## src/rtl/mem_stage.sv

```systemverilog
// mem_stage: memory-access pipeline stage between execute and writeback.
// Non-memory ops pass through with one cycle of latency. LOAD/STORE ops
// issue a request on the data-memory req/ack interface and stall upstream
// until the access completes.
// Optional feature macro: MEM_TIMEOUT_EN. When it is defined, an access with
// no acknowledge is aborted after TIMEOUT_CYCLES cycles and mem_err pulses.
module mem_stage #(
    parameter int DATA_W         = 16,
    parameter int ADDR_W         = 16,
    parameter int TIMEOUT_CYCLES = 15
) (
    input  logic              clk,
    input  logic              rst_n,
    input  logic [4:0]        control_in,
    input  logic [DATA_W-1:0] result_in,
    input  logic [DATA_W-1:0] store_data_in,
    input  logic [4:0]        dest_index_in,
    input  logic              reg_write_en_in,
    output logic              dmem_req,
    output logic              dmem_we,
    output logic [ADDR_W-1:0] dmem_addr,
    output logic [DATA_W-1:0] dmem_wdata,
    input  logic              dmem_ack,
    input  logic [DATA_W-1:0] dmem_rdata,
    output logic              stall,
    output logic              wb_valid,
    output logic              wb_we,
    output logic [4:0]        wb_dest,
    output logic [DATA_W-1:0] wb_data,
    output logic [4:0]        wb_control,
    output logic              mem_err
);

    localparam logic [3:0] OP_NOP   = 4'b0000;
    localparam logic [3:0] OP_LOAD  = 4'b1100;
    localparam logic [3:0] OP_STORE = 4'b1110;

    typedef enum logic {
        IDLE   = 1'b0,
        ACCESS = 1'b1
    } state_t;

    state_t            r_state, w_state_nxt;

    logic              r_req, w_req_nxt;
    logic              r_we, w_we_nxt;
    logic [ADDR_W-1:0] r_addr, w_addr_nxt;
    logic [DATA_W-1:0] r_wdata, w_wdata_nxt;

    logic              r_wb_valid, w_wb_valid_nxt;
    logic              r_wb_we, w_wb_we_nxt;
    logic [4:0]        r_wb_dest, w_wb_dest_nxt;
    logic [DATA_W-1:0] r_wb_data, w_wb_data_nxt;
    logic [4:0]        r_wb_control, w_wb_control_nxt;

    // Instruction fields captured when the access is issued; upstream moves on.
    logic [4:0]        r_cap_dest, w_cap_dest_nxt;
    logic [4:0]        r_cap_ctrl, w_cap_ctrl_nxt;
    logic              r_cap_we, w_cap_we_nxt;

    logic              w_is_load;
    logic              w_is_store;
    logic [ADDR_W-1:0] w_addr_in;
    logic [DATA_W-1:0] w_addr_ext;

    // Address is the low ADDR_W bits of the ALU result, zero-extended when wider.
    if (ADDR_W <= DATA_W) begin : g_addr_narrow
        assign w_addr_in  = result_in[ADDR_W-1:0];
        assign w_addr_ext = DATA_W'(r_addr);
    end else begin : g_addr_wide
        assign w_addr_in  = ADDR_W'(result_in);
        assign w_addr_ext = r_addr[DATA_W-1:0];
    end

    assign w_is_load  = (control_in[3:0] == OP_LOAD);
    assign w_is_store = (control_in[3:0] == OP_STORE);

`ifdef MEM_TIMEOUT_EN
    localparam logic [7:0] TMO_LAST = 8'(TIMEOUT_CYCLES - 1);

    logic [7:0] r_wait_cnt, w_wait_cnt_nxt;
    logic       r_mem_err, w_mem_err_nxt;
`endif

    // Next-state and next-output decode; every target defaults to hold or idle.
    always_comb begin
        w_state_nxt      = r_state;
        w_req_nxt        = r_req;
        w_we_nxt         = r_we;
        w_addr_nxt       = r_addr;
        w_wdata_nxt      = r_wdata;
        w_wb_valid_nxt   = 1'b0;
        w_wb_we_nxt      = 1'b0;
        w_wb_dest_nxt    = r_wb_dest;
        w_wb_data_nxt    = r_wb_data;
        w_wb_control_nxt = r_wb_control;
        w_cap_dest_nxt   = r_cap_dest;
        w_cap_ctrl_nxt   = r_cap_ctrl;
        w_cap_we_nxt     = r_cap_we;
`ifdef MEM_TIMEOUT_EN
        w_wait_cnt_nxt   = r_wait_cnt;
        w_mem_err_nxt    = 1'b0;
`endif
        case (r_state)
            IDLE: begin
                if (w_is_load || w_is_store) begin
                    w_state_nxt    = ACCESS;
                    w_req_nxt      = 1'b1;
                    w_we_nxt       = w_is_store;
                    w_addr_nxt     = w_addr_in;
                    w_wdata_nxt    = store_data_in;
                    w_cap_dest_nxt = dest_index_in;
                    w_cap_ctrl_nxt = control_in;
                    w_cap_we_nxt   = reg_write_en_in;
`ifdef MEM_TIMEOUT_EN
                    w_wait_cnt_nxt = 8'd0;
`endif
                end else begin
                    w_wb_valid_nxt   = (control_in[3:0] != OP_NOP);
                    w_wb_we_nxt      = reg_write_en_in && (control_in[3:0] != OP_NOP);
                    w_wb_dest_nxt    = dest_index_in;
                    w_wb_data_nxt    = result_in;
                    w_wb_control_nxt = control_in;
                end
            end
            ACCESS: begin
                if (dmem_ack) begin
                    w_state_nxt      = IDLE;
                    w_req_nxt        = 1'b0;
                    w_wb_valid_nxt   = 1'b1;
                    w_wb_dest_nxt    = r_cap_dest;
                    w_wb_control_nxt = r_cap_ctrl;
                    if (r_we) begin
                        // A completed store reports its address, never writes a register.
                        w_wb_we_nxt   = 1'b0;
                        w_wb_data_nxt = w_addr_ext;
                    end else begin
                        w_wb_we_nxt   = r_cap_we;
                        w_wb_data_nxt = dmem_rdata;
                    end
                end
`ifdef MEM_TIMEOUT_EN
                else if (r_wait_cnt == TMO_LAST) begin
                    w_state_nxt      = IDLE;
                    w_req_nxt        = 1'b0;
                    w_wb_valid_nxt   = 1'b1;
                    w_wb_we_nxt      = 1'b0;
                    w_wb_dest_nxt    = r_cap_dest;
                    w_wb_control_nxt = r_cap_ctrl;
                    w_mem_err_nxt    = 1'b1;
                end else begin
                    w_wait_cnt_nxt = r_wait_cnt + 8'd1;
                end
`endif
            end
            default: begin
                w_state_nxt = IDLE;
                w_req_nxt   = 1'b0;
            end
        endcase
    end

    // State and registered outputs; reset discards any pending access.
    always_ff @(posedge clk or negedge rst_n) begin
        if (!rst_n) begin
            r_state      <= IDLE;
            r_req        <= 1'b0;
            r_we         <= 1'b0;
            r_addr       <= '0;
            r_wdata      <= '0;
            r_wb_valid   <= 1'b0;
            r_wb_we      <= 1'b0;
            r_wb_dest    <= '0;
            r_wb_data    <= '0;
            r_wb_control <= '0;
            r_cap_dest   <= '0;
            r_cap_ctrl   <= '0;
            r_cap_we     <= 1'b0;
        end else begin
            r_state      <= w_state_nxt;
            r_req        <= w_req_nxt;
            r_we         <= w_we_nxt;
            r_addr       <= w_addr_nxt;
            r_wdata      <= w_wdata_nxt;
            r_wb_valid   <= w_wb_valid_nxt;
            r_wb_we      <= w_wb_we_nxt;
            r_wb_dest    <= w_wb_dest_nxt;
            r_wb_data    <= w_wb_data_nxt;
            r_wb_control <= w_wb_control_nxt;
            r_cap_dest   <= w_cap_dest_nxt;
            r_cap_ctrl   <= w_cap_ctrl_nxt;
            r_cap_we     <= w_cap_we_nxt;
        end
    end

`ifdef MEM_TIMEOUT_EN
    // Wait counter and one-cycle timeout error flag.
    always_ff @(posedge clk or negedge rst_n) begin
        if (!rst_n) begin
            r_wait_cnt <= 8'd0;
            r_mem_err  <= 1'b0;
        end else begin
            r_wait_cnt <= w_wait_cnt_nxt;
            r_mem_err  <= w_mem_err_nxt;
        end
    end

    assign mem_err = r_mem_err;
`else
    assign mem_err = 1'b0;
`endif

    assign stall      = (r_state == ACCESS);
    assign dmem_req   = r_req;
    assign dmem_we    = r_we;
    assign dmem_addr  = r_addr;
    assign dmem_wdata = r_wdata;
    assign wb_valid   = r_wb_valid;
    assign wb_we      = r_wb_we;
    assign wb_dest    = r_wb_dest;
    assign wb_data    = r_wb_data;
    assign wb_control = r_wb_control;

endmodule

```

## config.mk

```make
export PLATFORM = sky130hd
export DESIGN_NAME = mem_stage
export DESIGN_NICKNAME = d
export VERILOG_FILES = /design/src/rtl/mem_stage.sv
export SDC_FILE = /design/constraint.sdc
export NUM_CORES = 1
export LEC_CHECK = 0
export CAP_MARGIN = 5
export CORE_MARGIN = 1
export CORE_UTILIZATION = 40
export DETAILED_ROUTE_END_ITERATION = 7
export PLACE_DENSITY = 0.81
export SYNTH_ARGS = -nofsm -noshare
export SYNTH_HDL_FRONTEND = slang
export SYNTH_SLANG_ARGS = --single-unit
export TNS_END_PERCENT = 10
```

## constraint.sdc

```tcl
create_clock -name clk -period 2 [get_ports clk]
set_input_delay 0.4 -clock clk [delete_from_list [all_inputs] [get_ports clk]]
set_output_delay 0.4 -clock clk [all_outputs]
set_load 0.03 [all_outputs]
```

==> implementation parameters <==
Parameter                              Value

Power and ir drop
  Power share of the sequential group ... around two fifths
  Proportion of power drawn by the clock network ... 27.4%
  Comb pwr share ... approximately 34%
  Maximum resistive drop on vdd ... 535 µV
  Int Power ... between 3000 and 4000 µW
  Power per standard cell area ... approximately 1000 mW/mm²
  Switching power total ... roughly 1600 µW
  Standby leakage power ... 0.00204 µW
  Switching fraction of total power ... around 31%

Clock network
  Insertion delay to the later sink of the worst-skew pair ... between 0.3 and 0.4 ns
  CTS tree ... built
  Clock-pin slew on the worst setup and hold paths ... about 0.08 ns
  Number of resized instances in the post-cts repair step ... 0
  Clk buf depth ... 2
  CTS Hold Buffers Added ... 0
  Setup bufs post-CTS ... 0
  Number of buffers created by CTS ... 9
  Count of H-tree levels built during CTS ... 3
  Total number of clock tree sinks ... 74
  Root buffer cell ... clkbuf_8

Die
  IO Pins ... roughly 130
  Chip Width ... approximately 92 µm
  Die ar. ... 0.00843 mm²
  CORE AREA ... slightly below 0.008 mm²
  Effective utilization at floorplan ... between 40% and 50%
  Die Height ... approximately 92 µm
  Number of placement rows ... 32

Synthesis
  Number of distinct library cells after synthesis ... 23
  #FFs+latches synth ... 74
  Post-synthesis area per instance ... ~13 µm²
  Share of synthesized area occupied by flip-flops and latches ... 57.4%
  Cells after synthesis ... 246
  Synthesized cell area ... roughly 0.0032 mm²
  Total of warnings raised by yosys ... 0
  Net count after synthesis ... 308

Global routing
  Global-route wire length before repair ... 11.9 mm
  Largest net degree at the start of global routing ... 43
  Initial antenna violation count ... 0
  Via count of the first global-routing pass ... 2,513
  Total track usage ... around 18%
  Total congestion overflow after global routing ... 0

STA
  RSZ-0062 raised after global routing ... no
  Worst-case hold slack ... approximately 0.037 ns
  Final Hold Fails ... 0
  Final clock skew ... between 0.007 and 0.008 ns
  Final slew viol count ... 0
  Worst max-slew margin expressed relative to the limit ... between 60% and 70%
  Total Neg Setup Slack ... 0 ns
  Maximum frequency from static timing analysis ... ~560 MHz
  Final min period ... approximately 1.8 ns
  Final worst-path setup slack ... 0.200 ns
  Tcrit/Tclk final ... about nine tenths
  Actual slew at the worst max-slew pin ... roughly 0.5 ns
  Total setup violations reported at the end of the flow ... 0

Layout
  Sequential cell area in the final layout ... 0.00185 mm²
  Leading cell type in the layout, fill and taps excluded ... clkdlybuf4s50_1
  Fraction of layout cells with a size suffix above 1 ... between 20% and 30%
  Post-route design area ... 0.00488 mm²
  Area grow syn2layout ... 51.3%
  Filler cells ... roughly 630
  Layout net count ... ~440
  Commonest cells after routing, fill and taps aside ... clkdlybuf4s50_1 (121), dfrtp_1 (73), mux2_2 (46), mux2i_1 (26), o21ai_0 (22)
  Post-layout utilization of the core ... between 60% and 70%
  Multi-input gate area in the final layout ... about 0.0013 mm²
  Inserted Diodes ... 0

Detailed routing
  Post-route DRC ... 0
  Routed vias ... ~2,400
  Number of DRC violations after detailed-routing iteration 0 ... 70
  Via density per instance ... 4.84
  Number of detailed-route iterations in the first pass ... 4
  Antenna Nets Post-Route ... 0
  Final wirelength ... roughly 7.2 mm
  Routed length per placed instance ... between 10 and 15 µm

Setup path
  Required time of the worst setup path ... 1.60 ns
  Max stage delay cell, worst path ... clkdlybuf4s50_1
  Class of the most critical setup path ... flop to primary output
  Dominant delay contributor by cell family on the critical path ... buffers and inverters
  Endpoint type of the worst setup path ... primary output
  Cells along the critical path ... clkdlybuf4s50_1
  R2R Path End ... wb_data[11]
  Largest fanout of any net on the critical path ... 3
  Source of the worst register-to-register timing path ... stall
  Critical path depth in cells ... 1
  Worst-case reg-to-reg path depth ... 4
  Worst path bufs/invs ... 1
  Maximum cell stage delay along the critical path ... around 0.7 ns
  Critical path data arrival time ... around 1.4 ns
  Critical path launch point type ... flop
  Register-to-register setup slack ... 0.44 ns

Placement
  Place WS ... ~0.0012 ns
  Input/output buffers ... between 100 and 150
  Placement-stage cell area ... between 0.004 and 0.005 mm²
  HPWL reported at the end of detailed placement ... ~5.3 mm
  RD Place Congestion ... ~0.8

Job
  Max-cap violation count ... 0

Worst hold path
  Tightest Hold Check Type ... primary input to async pin

Status
  Result of the run ... completed
[synthesized netlist by cell type (all sizes together)]
cell	instances	share of area (%)
mux2i	26	8.1
clkbuf	5	0.58
nand2b	1	0.19
a21oi	18	2.8
a211oi	1	0.23
inv	2	0.23
conb	1	0.12
nand4	1	0.19
o21ai	22	3.4
nand2	2	0.23
or2	3	0.58
mux2	55	20
or3	1	0.19
nor2	18	2.1
and4bb	1	0.39
nor2b	2	0.39
dfrtp	74	57
buf	13	2.7
[final cells by class]
type | instances | share of cell area, %
clock buffers | 12 | 2.97
flip-flops and latches | 74 | 38.0
multi-input cells | 152 | 25.9
clock inverters | 4 | 2.03
well taps | 102 | 2.61
inverters | 2 | 0.154
repair buffers | 141 | 28.4
[power groups by stage]
| stage | Clock, µW | Combinational, µW | Sequential, µW |
|---|---|---|---|
| floorplan | 0 | 482 | 2460 |
| finish | 1400 | 1750 | 1960 |
| global route | 1510 | 1840 | 2000 |
| CTS | 1440 | 1770 | 1960 |
| global placement | 0 | 1740 | 1970 |
| detailed placement | 0 | 1760 | 1980 |
[kinds of logic (layout without fill, tap and decap cells)]
kind of cell,count (synthesis),count (layout),synth area share [%]
mux,81,81,28.3
flops,74,74,57.4
compound gates,41,41,6.44
simple gates,29,29,4.27
buf+inv,20,159,3.49
other cells,1,1,0.116
[per-stage QoR]
step	cells	total power (µW)
2_1_floorplan	246	2940
3_3_place_gp	471	3700
3_5_place_dp	471	3740
4_1_cts	487	5160
5_1_grt	487	5350
6_report	487	5100
[routing by layer]
layer | share of wire, % | wire length (µm) | up-vias | global-route usage (%)
li1 | - | - | 1136 | -
met1 | 44 | 3190 | 1125 | 23.2
met2 | 47 | 3400 | 84 | 28.3
met3 | 7.7 | 558 | 10 | 5.97
met4 | 1.2 | 84 | 0 | 6.38
met5 | 0 | 0 | - | 0
[flip-flops by register name, indices dropped and copies added, names as in the netlist]
name / count
stall: 1
wb_valid: 1
dmem_we: 1
wb_data: 16
wb_control: 5
dmem_req: 1
wb_we: 1
dmem_wdata: 16
r_cap_dest: 5
r_cap_we: 1
r_cap_ctrl: 5
dmem_addr: 16
wb_dest: 5
[how the worst max path moves through the flow]
stage / from / endpoint / slack (ns)
2_1_floorplan: dmem_we / wb_data[10] / 0.29
3_3_place_gp: control_in[0] / wb_data[13] / 0.01
3_5_place_dp: control_in[0] / wb_data[11] / 0.001
4_1_cts: dmem_addr[1] / dmem_addr[1] / 0.17
5_1_grt: dmem_addr[4] / dmem_addr[4] / 0.14
6_report: dmem_addr[1] / dmem_addr[1] / 0.20
(Power assumes the default switching activity.)
